**src/rtl/session_timeout_ctrl_pkg.sv**
```systemverilog
// Shared types and widths for the session timeout controller.
package session_pkg;

    localparam int ID_W    = 5;
    localparam int SECS_W  = 8;
    localparam int USAGE_W = 8;

    typedef enum logic [2:0] {
        IDLE     = 3'd0,
        RUN      = 3'd1,
        WARN     = 3'd2,
        EXPIRE   = 3'd3,
        WAIT_OUT = 3'd4
    } sessionState_e;

    function automatic logic [USAGE_W-1:0] satInc(input logic [USAGE_W-1:0] value);
        return (value == '1) ? value : value + 1'b1;
    endfunction

endpackage

```
**src/rtl/session_timeout_ctrl_if.sv**
```systemverilog
// Auth-stage / game-controller signal bundle for the session timeout controller.
interface session_timeout_ctrl_if;
    import session_pkg::*;

    logic                LogIn;
    logic [ID_W-1:0]     InternalID;
    logic                Activity;
    logic                Quit;
    logic                GCLogOut;
    logic [ID_W-1:0]     SessionID;
    logic [SECS_W-1:0]   SecsLeft;
    logic                Warn;
    logic                Active;
    logic [USAGE_W-1:0]  UsageCount;

    modport master (
        output LogIn, InternalID, Activity, Quit,
        input  GCLogOut, SessionID, SecsLeft, Warn, Active, UsageCount
    );

    modport slave (
        input  LogIn, InternalID, Activity, Quit,
        output GCLogOut, SessionID, SecsLeft, Warn, Active, UsageCount
    );

endinterface

```
**src/rtl/session_timeout_ctrl_tick_prescaler.sv**
```systemverilog
// Divides clk down to a one-cycle tick every TICK_DIV enabled cycles.
module tick_prescaler #(
    parameter int TICK_DIV = 50_000_000
) (
    input  logic clk,
    input  logic rst,
    input  logic enable,
    input  logic clear,
    output logic tick
);
    localparam int CNT_W = $clog2(TICK_DIV);
    localparam logic [CNT_W-1:0] LAST = CNT_W'(TICK_DIV - 1);

    logic [CNT_W-1:0] count;

    assign tick = enable && (count == LAST);

    // NOTE: sequential state uses non-blocking assignments so every flop samples pre-edge values.
    always_ff @(posedge clk or negedge rst) begin
        if (!rst) begin
            count <= '0;
        end else if (clear) begin
            count <= '0;
        end else if (enable) begin
            count <= tick ? '0 : count + 1'b1;
        end
    end

endmodule

```
**src/rtl/session_timeout_ctrl.sv**
```systemverilog
// Per-session inactivity timer issuing GCLogOut to the auth stage.
// Optional per-ID login counter enabled by defining SESSION_USAGE_EN.
module session_timeout_ctrl
    import session_pkg::*;
#(
    parameter int TICK_DIV    = 50_000_000,
    parameter int SESSION_SEC = 60,
    parameter int WARN_SEC    = 10
) (
    input  logic                  clk,
    input  logic                  rst,
    session_timeout_ctrl_if.slave sess
);
    localparam logic [SECS_W-1:0] SESSION_SECS = SECS_W'(SESSION_SEC);
    localparam logic [SECS_W-1:0] WARN_SECS    = SECS_W'(WARN_SEC);

    sessionState_e     state, nextState;
    logic [SECS_W-1:0] secsLeft, secsNext, secsDec;
    logic [ID_W-1:0]   sessionId;
    logic              running, tick, prescalerClear, startSession;

    assign running = (state == RUN) || (state == WARN);

    tick_prescaler #(.TICK_DIV(TICK_DIV)) prescaler (
        .clk    (clk),
        .rst    (rst),
        .enable (running),
        .clear  (prescalerClear),
        .tick   (tick)
    );

    // NOTE: every signal gets a default before the case so no path can infer a latch.
    always_comb begin
        nextState      = state;
        secsNext       = secsLeft;
        secsDec        = (secsLeft == '0) ? '0 : secsLeft - 1'b1;
        prescalerClear = !running;
        startSession   = 1'b0;
        unique case (state)
            IDLE: begin
                if (sess.LogIn) begin
                    nextState    = RUN;
                    secsNext     = SESSION_SECS;
                    startSession = 1'b1;
                end
            end
            RUN, WARN: begin
                // External logout outranks quit and expiry: auth already knows.
                if (!sess.LogIn) begin
                    nextState = IDLE;
                    secsNext  = '0;
                end else if (sess.Quit) begin
                    nextState = EXPIRE;
                end else if (sess.Activity) begin
                    nextState      = RUN;
                    secsNext       = SESSION_SECS;
                    prescalerClear = 1'b1;
                end else if (tick) begin
                    secsNext = secsDec;
                    if (secsDec == '0) begin
                        nextState = EXPIRE;
                    end else if (secsDec <= WARN_SECS) begin
                        nextState = WARN;
                    end
                end
            end
            EXPIRE:   nextState = WAIT_OUT;
            WAIT_OUT: if (!sess.LogIn) nextState = IDLE;
            default:  nextState = IDLE;
        endcase
    end

    always_ff @(posedge clk or negedge rst) begin
        if (!rst) begin
            state     <= IDLE;
            secsLeft  <= '0;
            sessionId <= '0;
        end else begin
            state    <= nextState;
            secsLeft <= secsNext;
            if (startSession) sessionId <= sess.InternalID;
        end
    end

    assign sess.GCLogOut  = (state == EXPIRE);
    assign sess.Active    = running;
    assign sess.Warn      = (state == WARN);
    assign sess.SessionID = sessionId;
    assign sess.SecsLeft  = secsLeft;

`ifdef SESSION_USAGE_EN
    logic [USAGE_W-1:0] usageTable [1 << ID_W];
    logic [USAGE_W-1:0] usageCount;

    // NOTE: the table is small and must read as zero after reset, so it is built from resettable flops.
    always_ff @(posedge clk or negedge rst) begin
        if (!rst) begin
            for (int i = 0; i < (1 << ID_W); i++) usageTable[i] <= '0;
            usageCount <= '0;
        end else if (startSession) begin
            usageTable[sess.InternalID] <= satInc(usageTable[sess.InternalID]);
            usageCount                  <= satInc(usageTable[sess.InternalID]);
        end else begin
            usageCount <= usageTable[sessionId];
        end
    end

    assign sess.UsageCount = usageCount;
`else
    assign sess.UsageCount = '0;
`endif

endmodule

```
**src/flat_wrapper.sv**
```systemverilog
// flat-port wrapper written by rule: the top's interface ports become plain ports
module session_timeout_ctrl_flat import session_pkg::*;
#(
    parameter int TICK_DIV    = 50_000_000,
    parameter int SESSION_SEC = 60,
    parameter int WARN_SEC    = 10
)
  (clk, rst, sess_LogIn, sess_InternalID, sess_Activity, sess_Quit, sess_GCLogOut, sess_SessionID, sess_SecsLeft, sess_Warn, sess_Active, sess_UsageCount);
  session_timeout_ctrl_if sess_i ();
  input  logic clk;
  input  logic rst;
  input wire logic [$bits(sess_i.LogIn)-1:0] sess_LogIn;
  input wire logic [$bits(sess_i.InternalID)-1:0] sess_InternalID;
  input wire logic [$bits(sess_i.Activity)-1:0] sess_Activity;
  input wire logic [$bits(sess_i.Quit)-1:0] sess_Quit;
  output wire logic [$bits(sess_i.GCLogOut)-1:0] sess_GCLogOut;
  output wire logic [$bits(sess_i.SessionID)-1:0] sess_SessionID;
  output wire logic [$bits(sess_i.SecsLeft)-1:0] sess_SecsLeft;
  output wire logic [$bits(sess_i.Warn)-1:0] sess_Warn;
  output wire logic [$bits(sess_i.Active)-1:0] sess_Active;
  output wire logic [$bits(sess_i.UsageCount)-1:0] sess_UsageCount;
  assign sess_i.LogIn = sess_LogIn;
  assign sess_i.InternalID = sess_InternalID;
  assign sess_i.Activity = sess_Activity;
  assign sess_i.Quit = sess_Quit;
  assign sess_GCLogOut = sess_i.GCLogOut;
  assign sess_SessionID = sess_i.SessionID;
  assign sess_SecsLeft = sess_i.SecsLeft;
  assign sess_Warn = sess_i.Warn;
  assign sess_Active = sess_i.Active;
  assign sess_UsageCount = sess_i.UsageCount;
  session_timeout_ctrl #(.TICK_DIV(TICK_DIV), .SESSION_SEC(SESSION_SEC), .WARN_SEC(WARN_SEC)) u_core (.clk(clk), .rst(rst), .sess(sess_i));
endmodule
```
**config.mk**
```make
export PLATFORM = sky130hd
export DESIGN_NAME = session_timeout_ctrl_flat
export DESIGN_NICKNAME = d
export VERILOG_FILES = /design/src/rtl/session_timeout_ctrl_pkg.sv /design/src/rtl/session_timeout_ctrl_if.sv /design/src/rtl/session_timeout_ctrl_tick_prescaler.sv /design/src/rtl/session_timeout_ctrl.sv /design/src/flat_wrapper.sv
export SDC_FILE = /design/constraint.sdc
export NUM_CORES = 1
export LEC_CHECK = 0
export ABC_AREA = 1
export BUFFER_PORTS_ARGS = -buffer_cell sky130_fd_sc_hd__clkbuf_2
export CORE_MARGIN = 2
export CORE_UTILIZATION = 59
export CTS_BUF_LIST = sky130_fd_sc_hd__clkbuf_8 sky130_fd_sc_hd__clkbuf_16
export CTS_CLUSTER_DIAMETER = 40
export DETAILED_ROUTE_END_ITERATION = 6
export GPL_ROUTABILITY_DRIVEN = 0
export GPL_TIMING_DRIVEN = 0
export PLACE_DENSITY = 0.82
export SLEW_MARGIN = 20
export SYNTH_ARGS = -nofsm -noshare
export SYNTH_HDL_FRONTEND = slang
export SYNTH_SLANG_ARGS = --single-unit
```
**constraint.sdc**
```tcl
create_clock -name clk -period 2.8 [get_ports clk]
set_input_delay 0.28 -clock clk [delete_from_list [all_inputs] [get_ports clk]]
set_output_delay 0.28 -clock clk [all_outputs]
set_load 0.02 [all_outputs]
```
Yosys cells after proc, flatten, opt, wreduce, memory -nomap -nowiden. Cells that the tools add are included.

Multiplexer cells: 25. Reductions and logical operators: 11. $lt $le $gt $ge: 1. Add/subtract/negate cells: 2. Equality and inequality tests: 11.

Operators with widths (count): $mux W26 (3); $mux W8 (6); $add A26 B1 Y26 const B (1); $eq A26 B26 Y1 const B (1); $mux W3 (8); $logic_not A8 Y1 (2); $pmux W8 S2 (1); $pmux W3 S4 (1); $le A8 B4 Y1 const B (1); $reduce_and A4 Y1 (2); $sub A8 B1 Y8 const B (1); $eq A3 B2 Y1 const B (2); $mux W1 (6); $ne A6 B4 Y1 const B (1); $ne A5 B5 Y1 const B (1); $ne A2 B2 Y1 const B (2); $ne A4 B4 Y1 const B (1); $reduce_bool A2 Y1 (2); $eq A3 B1 Y1 const B (1); $eq A3 B3 Y1 const B (1); $logic_not A3 Y1 (1); $ne A3 B3 Y1 const B (1); $reduce_or A2 Y1 (1); $logic_and A1 B1 Y1 (1); other kinds (2) (2).

Input bits: 10. Output and inout bits: 24. Bits in registers: 42.

Longest topological paths before layout. Gate-level depths: netlist of run 1.

Depth after elaboration: 10. Mapped depth: 15.

By module. From an unflattened synthesis of run 1, not the netlist that was laid out.

Cell total of the unflattened synthesis: 403. Area total of the unflattened synthesis: 2894.0 µm².

By module, submodules not included: tick_prescaler (sequential area each 650.6 µm², cells each 251, area each 1791.7 µm², times used 1); session_timeout_ctrl (sequential area each 400.4 µm², cells each 152, area each 1102.3 µm², times used 1).

Worst setup path before layout of run 1. OpenSTA, ideal clock, no wires.

Kind: reg2reg. Start: reg u_core.secsLeft[0], in the netlist u_core.sess.SecsLeft[0]. End: reg u_core.state[1]. Stages on the path, launching flop included: 16. Arrival: 1.712 ns. Buffers on the path: 0. Path slack: 1.012 ns. Period minus slack after synthesis: 1.788 ns. Cell sequence: dfrtp_1 -> inv_1 -> ha_1 -> inv_1 -> nand2_1 -> nand2_1 -> inv_1 -> a21oi_1 -> nand3_1 -> nand2_1 -> inv_1 -> nand2_1 -> nand2_1 -> nand2_1 -> nand2_1 -> o21ai_1.

Longest elaborated chain between the ends: 9.

RTL lines: start: declaration (RTL line session_timeout_ctrl.sv:18) `logic [SECS_W-1:0] secsLeft, secsNext, secsDec;`; start signal: assignment (RTL line session_timeout_ctrl.sv:80) `secsLeft <= secsNext;`; $sub A8 B1 Y8 or $logic_not A8 Y1 (tied branches) (RTL line session_timeout_ctrl.sv:36) `secsDec = (secsLeft == '0) ? '0 : secsLeft - 1'b1;`; $mux W8 (*) (RTL line session_timeout_ctrl.sv:36); $logic_not A8 Y1 (RTL line session_timeout_ctrl.sv:60) `if (secsDec == '0) begin`; $mux W3 (RTL line session_timeout_ctrl.sv:60); $mux W3 (RTL line session_timeout_ctrl.sv:58) `end else if (tick) begin`; $mux W3 (RTL line session_timeout_ctrl.sv:54) `end else if (sess.Activity) begin`; $mux W3 (RTL line session_timeout_ctrl.sv:52) `end else if (sess.Quit) begin`; $mux W3 (RTL line session_timeout_ctrl.sv:49) `if (!sess.LogIn) begin`; $pmux W3 S4 (RTL line session_timeout_ctrl.sv:39) `unique case (state)`; end signal: assignment (RTL line session_timeout_ctrl.sv:79) `state <= nextState;`; end: declaration (RTL line session_timeout_ctrl.sv:17) `sessionState_e state, nextState;`.

Every way passes the cells marked *; elsewhere a longest branch is shown, timed or not. The select of a mux whose other input is x is not followed. A chain may end at the register's enable or synchronous reset.

Worst setup path after layout of run 1. Same ends and word-level chain as after synthesis.

==> out/results.txt, run 1 <==
status -> complete, no violations
max-cap viol count -> 0
Yosys warning total -> 0
GRT overflow -> 0
CP startpoint kind -> register
Slew Limit Fails -> 0
vias in the first global route -> 2207
drt pass-1 iters -> 4
Initial Util -> 62.6%
cts hold-fix bufs -> 0
commonest non-fill, non-tap cell in the layout -> nand2_1
Post-synth EDFFs -> 0
# fillers -> 317
leakage -> 1.42 nW
sequential element share of the synthesized area -> 41.1%
footprint of the multi-input gates -> 1310 µm²
clock slew at reported path FFs -> 0.08 ns
fin crit share -> 69.2%
Yosys top cell area share -> 41.1%
reg2reg end -> u_core.state[1]
fraction of layout cells with a size suffix above 1 -> 22.3%
R2R Setup Slk -> 0.86 ns
r2r startpoint -> u_core.sess.SecsLeft[0]
Yosys top cell by area -> dfrtp_1
n_diodes -> 0
CTS tree -> built
TritonCTS buffer count -> 5
Yosys reg bits -> 42
worst-margin pin slew -> 0.921 ns
ys async rst share -> 100%
All-Layer GR Usage -> 23.2%
first-pass GRT wire length -> 9200 µm
unrepaired setup endpoints after global routing -> no
DR DRC count -> 0
DP HPWL -> 3910 µm
Synth Cell Area -> 2560 µm²
nets@finish -> 389
width of the die -> 69.8 µm
Hold Vio Cnt, Final -> 0
clk sinks -> 42
total power -> 0.00259 W
PostCTS Resize Cnt -> 0
FP Rows -> 23
Period minus WS final -> 1.94 ns
core area -> 4090 µm²
wire per inst -> 12.4 µm
Iter 0 DRT Violations -> 187
R2R depth -> 15
initial antenna violation count -> 0
H-tree depth -> 2
Pwr per Cell Area -> 890 nW/µm²
CTS Buffer Depth -> 2
WL final -> 5280 µm
Max-slew headroom -> 38.6%
Layout area overhead -> 13.9%
Vias -> 2251
Root Driver -> clkbuf_8
# Post-CTS Setup Buffers -> 0
critical path type -> reg -> reg
Clock Skews -> 0.00635 ns
Die Y-Extent -> 69.8 µm
Post-synth top flop -> dfrtp_1
IO Count -> 34
fmax -> 0.516 GHz
Reg area -> 1050 µm²
maximum vdd drop -> 0.000667 V
worst-skew pair later-pin latency -> 0.30 ns
Mapped Cells -> 337
HP Class -> in -> async
most frequent cells in the layout -> 76 x nand2_1, 50 x nor2_1, 42 x dfrtp_1
WP data required -> 3.02 ns
Data arrival, critical path -> 2.16 ns
setup TNS -> 0 ns
largest net degree at the start of global routing -> 43
post-synthesis cell type count -> 35
Avg Cell Area, Syn -> 7.59 µm²
port bufs -> 25
Crit Path Max Fanout -> 6
via/cell ratio -> 5.27
final setup vio count -> 0
cells taking the most area after synthesis -> dfrtp_1 41%, nand2_1 11%, nor2_1 7.3%, inv_1 4.5%, nand3_1 3.9%
antenna-violating nets left -> 0
endpoint type of the worst setup path -> register
die footprint -> 4880 µm²
[stage by stage]
| step | instance area (µm²) | setup WS [ns] | utilization (%) | instances | hold slack (ns) |
|---|---|---|---|---|---|
| 4_1_cts | 2910 | 0.903 | 71.3 | 427 | 0.184 |
| 3_5_place_dp | 2770 | 0.932 | 67.8 | 419 | 0.448 |
| 2_1_floorplan | 2580 | 1.01 | - | 344 | -0.0156 |
| 6_report | 2910 | 0.863 | 71.3 | 427 | 0.115 |
| 3_3_place_gp | 2770 | 0.942 | 67.8 | 419 | 0.448 |
| 5_1_grt | 2910 | 0.588 | 71.3 | 427 | 0.199 |
[power breakdown]
part | leakage [nW] | switching, W | internal [W] | total, W
registers | 0.560 | 0.000112 | 0.000715 | 0.000827
logic | 0.793 | 0.000789 | 0.000385 | 0.00117
clock network | 0.0714 | 0.000213 | 0.000380 | 0.000593
total | 1.42 | 0.00111 | 0.00148 | 0.00259
[per-layer routing]
| metal | share of wire (%) | up-vias | wire length (µm) | track usage, % |
|---|---|---|---|---|
| li1 | - | 1148 | - | - |
| met1 | 47 | 1029 | 2490 | 29.8 |
| met2 | 47 | 67 | 2460 | 39.3 |
| met3 | 4.8 | 7 | 254 | 4.51 |
| met4 | 1.4 | 0 | 72 | 7.91 |
| met5 | 0 | - | 0 | 0 |
[critical path, stage by stage, from the launching register on]
cell     delay [ns]
dfrtp_1        0.44
inv_1          0.15
ha_1           0.27
inv_1          0.09
nand2_1        0.05
nand2_1        0.08
inv_1          0.06
a21oi_1        0.19
nand3_1        0.10
nand2_1        0.07
inv_1          0.03
nand2_1        0.06
nand2_1        0.05
nand2_1        0.10
nand2_1        0.05
o21ai_1        0.08
[Yosys cell counts (3+ instances only)]
| master | n |
|---|---|
| a21oi_1 | 14 |
| buf_4 | 8 |
| dfrtp_1 | 42 |
| ha_1 | 3 |
| inv_1 | 31 |
| inv_2 | 7 |
| mux2_2 | 5 |
| nand2_1 | 76 |
| nand2_2 | 6 |
| nand3_1 | 20 |
| nand3_2 | 3 |
| nand4_1 | 5 |
| nor2_1 | 50 |
| nor2_2 | 6 |
| nor3_1 | 14 |
| o21ai_0 | 8 |
| o21ai_1 | 8 |
| o21ai_2 | 6 |
| xnor2_1 | 3 |
| xor2_1 | 4 |
[final cells by class]
cell class | instances | area share, %
Sequential cell | 42 | 36.1
Multi-Input combinational cell | 252 | 44.8
Tap cell | 50 | 2.15
Buffer | 9 | 2.45
Clock inverter | 2 | 2.06
Clock buffer | 6 | 2.83
Timing Repair Buffer | 25 | 4.29
Inverter | 41 | 5.32
[sequential cells by signal (all words and copies together), names as in the netlist]
name	count
u_core.prescaler.count	26
u_core.sess.SecsLeft	8
u_core.sess.SessionID	5
u_core.state	3
[cells by family (layout without fill, tap and decap cells)]
| family | Yosys count | in the layout | share of synthesized area [%] |
|---|---|---|---|
| mux | 5 | 5 | 2.20 |
| xor+xnor | 7 | 7 | 2.40 |
| fa+ha+maj | 3 | 3 | 1.47 |
| other cells | 1 | 8 | 0.147 |
| simple gates | 188 | 188 | 34.3 |
| compound gates | 41 | 41 | 9.54 |
| buf+inv | 50 | 83 | 8.86 |
| flops | 42 | 42 | 41.1 |
[how the worst max path moves through the flow]
stage                       startpoint  cells after the start  slack [ns]              end
3_5_place_dp   u_core.sess.SecsLeft[0]                     13        0.93  u_core.state[1]
6_report       u_core.sess.SecsLeft[0]                     15        0.86  u_core.state[1]
5_1_grt        u_core.sess.SecsLeft[0]                     15        0.59  u_core.state[1]
4_1_cts        u_core.sess.SecsLeft[0]                     15        0.90  u_core.state[1]
2_1_floorplan  u_core.sess.SecsLeft[0]                     15        1.01  u_core.state[1]
3_3_place_gp   u_core.sess.SecsLeft[0]                     13        0.94  u_core.state[1]
Note: power is estimated with default switching activity, not from simulation.
==> run 2: changes to the inputs <==
CORE_UTILIZATION = 58   (was 59)
PLACE_DENSITY = 0.81   (was 0.82)
clock period = 1.91 ns   (was 2.8 ns; I/O delays follow)
==> out/results.txt, run 2 (same netlist as run 1, synthesis figures left out) <==
status -> complete, no violations
Reg area -> 1050 µm² (unchanged)
CTS Buffer Depth -> 2 (unchanged)
port bufs -> 25 (unchanged)
CP startpoint kind -> register
commonest non-fill, non-tap cell in the layout -> nand2_1
Vias -> 2305 (+2.4%)
vias in the first global route -> 2152 (-2.5%)
Period minus WS final -> 1.77 ns (-0.163 ns)
fraction of layout cells with a size suffix above 1 -> 25.7% (+3.4 points)
first-pass GRT wire length -> 9420 µm (+2.4%)
width of the die -> 70.4 µm (+0.81%)
unrepaired setup endpoints after global routing -> yes
slowest stage delay, CP -> 0.41 ns (-0.03 ns)
n_diodes -> 0 (unchanged)
TritonCTS buffer count -> 5 (unchanged)
Int Pwr -> 0.00204 W (+38%)
drt pass-1 iters -> 6 (+2)
Layout area overhead -> 15.8%
WHS -> 0.0258 ns (-0.0887 ns)
combinational share of power -> 48.0% (+2.7 points)
GRT overflow -> 0 (unchanged)
Root Driver -> clkbuf_8
Net Sw Frac -> 44.3% (+1.4 points)
endpoint type of the worst setup path -> register
All-Layer GR Usage -> 23.6% (+0.36 points)
Crit Path Max Fanout -> 10 (+4)
Hold Vio Cnt, Final -> 0 (unchanged)
# fillers -> 347 (+9.5%)
via/cell ratio -> 5.32 (+0.98%)
clock slew at reported path FFs -> 0.08 ns (about the same)
Clock Skews -> 0.00651 ns (+0.000163 ns)
wire per inst -> 12.5 µm (+0.89%)
most frequent cells in the layout -> 74 x nand2_1, 47 x nor2_1, 42 x dfrtp_1
maximum vdd drop -> 0.000951 V (+43%)
Iter 0 DRT Violations -> 179 (-4.3%)
initial antenna violation count -> 0 (unchanged)
worst-margin pin slew -> 0.919 ns (-0.00231 ns)
max-cap viol count -> 0 (unchanged)
fin crit share -> 92.9% (+24 points)
final setup vio count -> 0 (unchanged)
HP Class -> in -> async
DR DRC count -> 0 (unchanged)
Buf/Inv on CP -> 2 (-2)
H-tree depth -> 2 (unchanged)
critical path type -> reg -> reg
leakage -> 1.44 nW (+1.3%)
fmax -> 0.564 GHz (+9.2%)
max reg flops -> 26 (unchanged)
pre-CTS setup slack -> 0.0376 ns (-0.894 ns)
total power -> 0.00366 W (+41%)
die footprint -> 4960 µm² (+1.6%)
Data arrival, critical path -> 1.96 ns (-0.20 ns)
footprint of the multi-input gates -> 1350 µm² (+3.5%)
Sequential Power Share -> 33.3% (+1.4 points)
Pwr per Cell Area -> 1240 nW/µm² (+39%)
antenna-violating nets left -> 0 (unchanged)
core area -> 4290 µm² (+5.1%)
worst-skew pair later-pin latency -> 0.29 ns (about the same)
most used cell, CP -> inv_2
largest net degree at the start of global routing -> 43 (unchanged)
clk sinks -> 42 (unchanged)
FP Rows -> 24 (+4.3%)
WP data required -> 2.10 ns (-0.92 ns)
Sw Pwr -> 0.00163 W (+46%)
Largest Register -> u_core.prescaler.count
final setup margin -> 0.136 ns (-0.727 ns)
slowest CP cell -> dfrtp_1
Clk pwr share -> 18.7% (-4.2 points)
IO Count -> 34 (unchanged)
critical path cell sequence -> nor2_2 -> nor2_1 -> nand2_2 -> inv_2 -> o21ai_2 -> nor2_4 -> inv_2 -> nor3_1
Die Y-Extent -> 70.4 µm (+0.81%)
Initial Util -> 59.6% (-3.0 points)
Slew Limit Fails -> 0 (unchanged)
DP HPWL -> 4000 µm (+2.2%)
WL final -> 5400 µm (+2.3%)
Max-slew headroom -> 38.7% (+0.15 points)
CTS tree -> built
Top delay family on crit path -> simple AND/OR/NAND/NOR gates
nets@finish -> 393 (+1.0%)
[run 2: changes by cell type in the layout (fill, tap and decap cells not counted), moves of 2 or more]
cell     change
nand2_1      -2
nor2_1       -3
inv_2        +2
nor2_2       +2
ha_1         -2
buf_4        +4
[run 2: metal layers]
metal / track usage (%) / vias to the layer above / share of wire, %
met3: 4.62 / 7 / 4.7
li1: - / 1168 / -
met5: 0 / - / 0
met1: 29.8 / 1042 / 45
met2: 39.8 / 88 / 49
met4: 8.97 / 0 / 1.3
[run 2: cell type report]
cell class | instances | share of cell area, %
plain buffers | 9 | 2.41
multi-input cells | 252 | 45.7
clock buffers | 5 | 2.32
well taps | 52 | 2.20
inverters | 41 | 5.28
clock inverters | 3 | 1.39
repair buffers | 29 | 5.24
flip-flops and latches | 42 | 35.5
[run 2: path summary, 6_finish.rpt]
check / start / to / slack [ns] / depth (start not counted)
min in group clk: sess_InternalID[1] / u_core.sess.SessionID[1] / 0.13 / 2
worst max register to register: u_core.state[0] / u_core.prescaler.count[5] / 0.14 / 8
worst min-delay path: rst / u_core.sess.SecsLeft[1] / 0.03 / 1
worst max-delay path: u_core.state[0] / u_core.prescaler.count[5] / 0.14 / 8
worst min register to register: u_core.prescaler.count[22] / u_core.prescaler.count[22] / 0.48 / 1
max in group asynchronous: rst / u_core.prescaler.count[13] / 1.31 / 1
[run 2: stage by stage]
stage,util [%],std cells,setup TNS [ns],cell area [µm²]
detailed placement,64.6,421,0,2770
CTS,67.2,429,0,2880
global placement,64.6,421,0,2770
global route,69.0,433,-0.0619,2960
floorplan,-,344,0,2580
finish,69.0,433,0,2960
[run 2: timing repair]
item                       4_1_cts  5_1_grt
hold endpoints to repair         0        0
setup buffers                    0        4
setup endpoints to repair        0       13
resized for setup                0       15
hold buffers                     0        0
[run 2: power by group through the flow]
stage | Combinational [W] | Sequential, W | Clock (W)
floorplan | 0.00114 | 0.00133 | 0
global placement | 0.00166 | 0.00122 | 0
detailed placement | 0.00170 | 0.00123 | 0
CTS | 0.00170 | 0.00121 | 0.000701
global route | 0.00198 | 0.00125 | 0.000720
finish | 0.00176 | 0.00122 | 0.000685
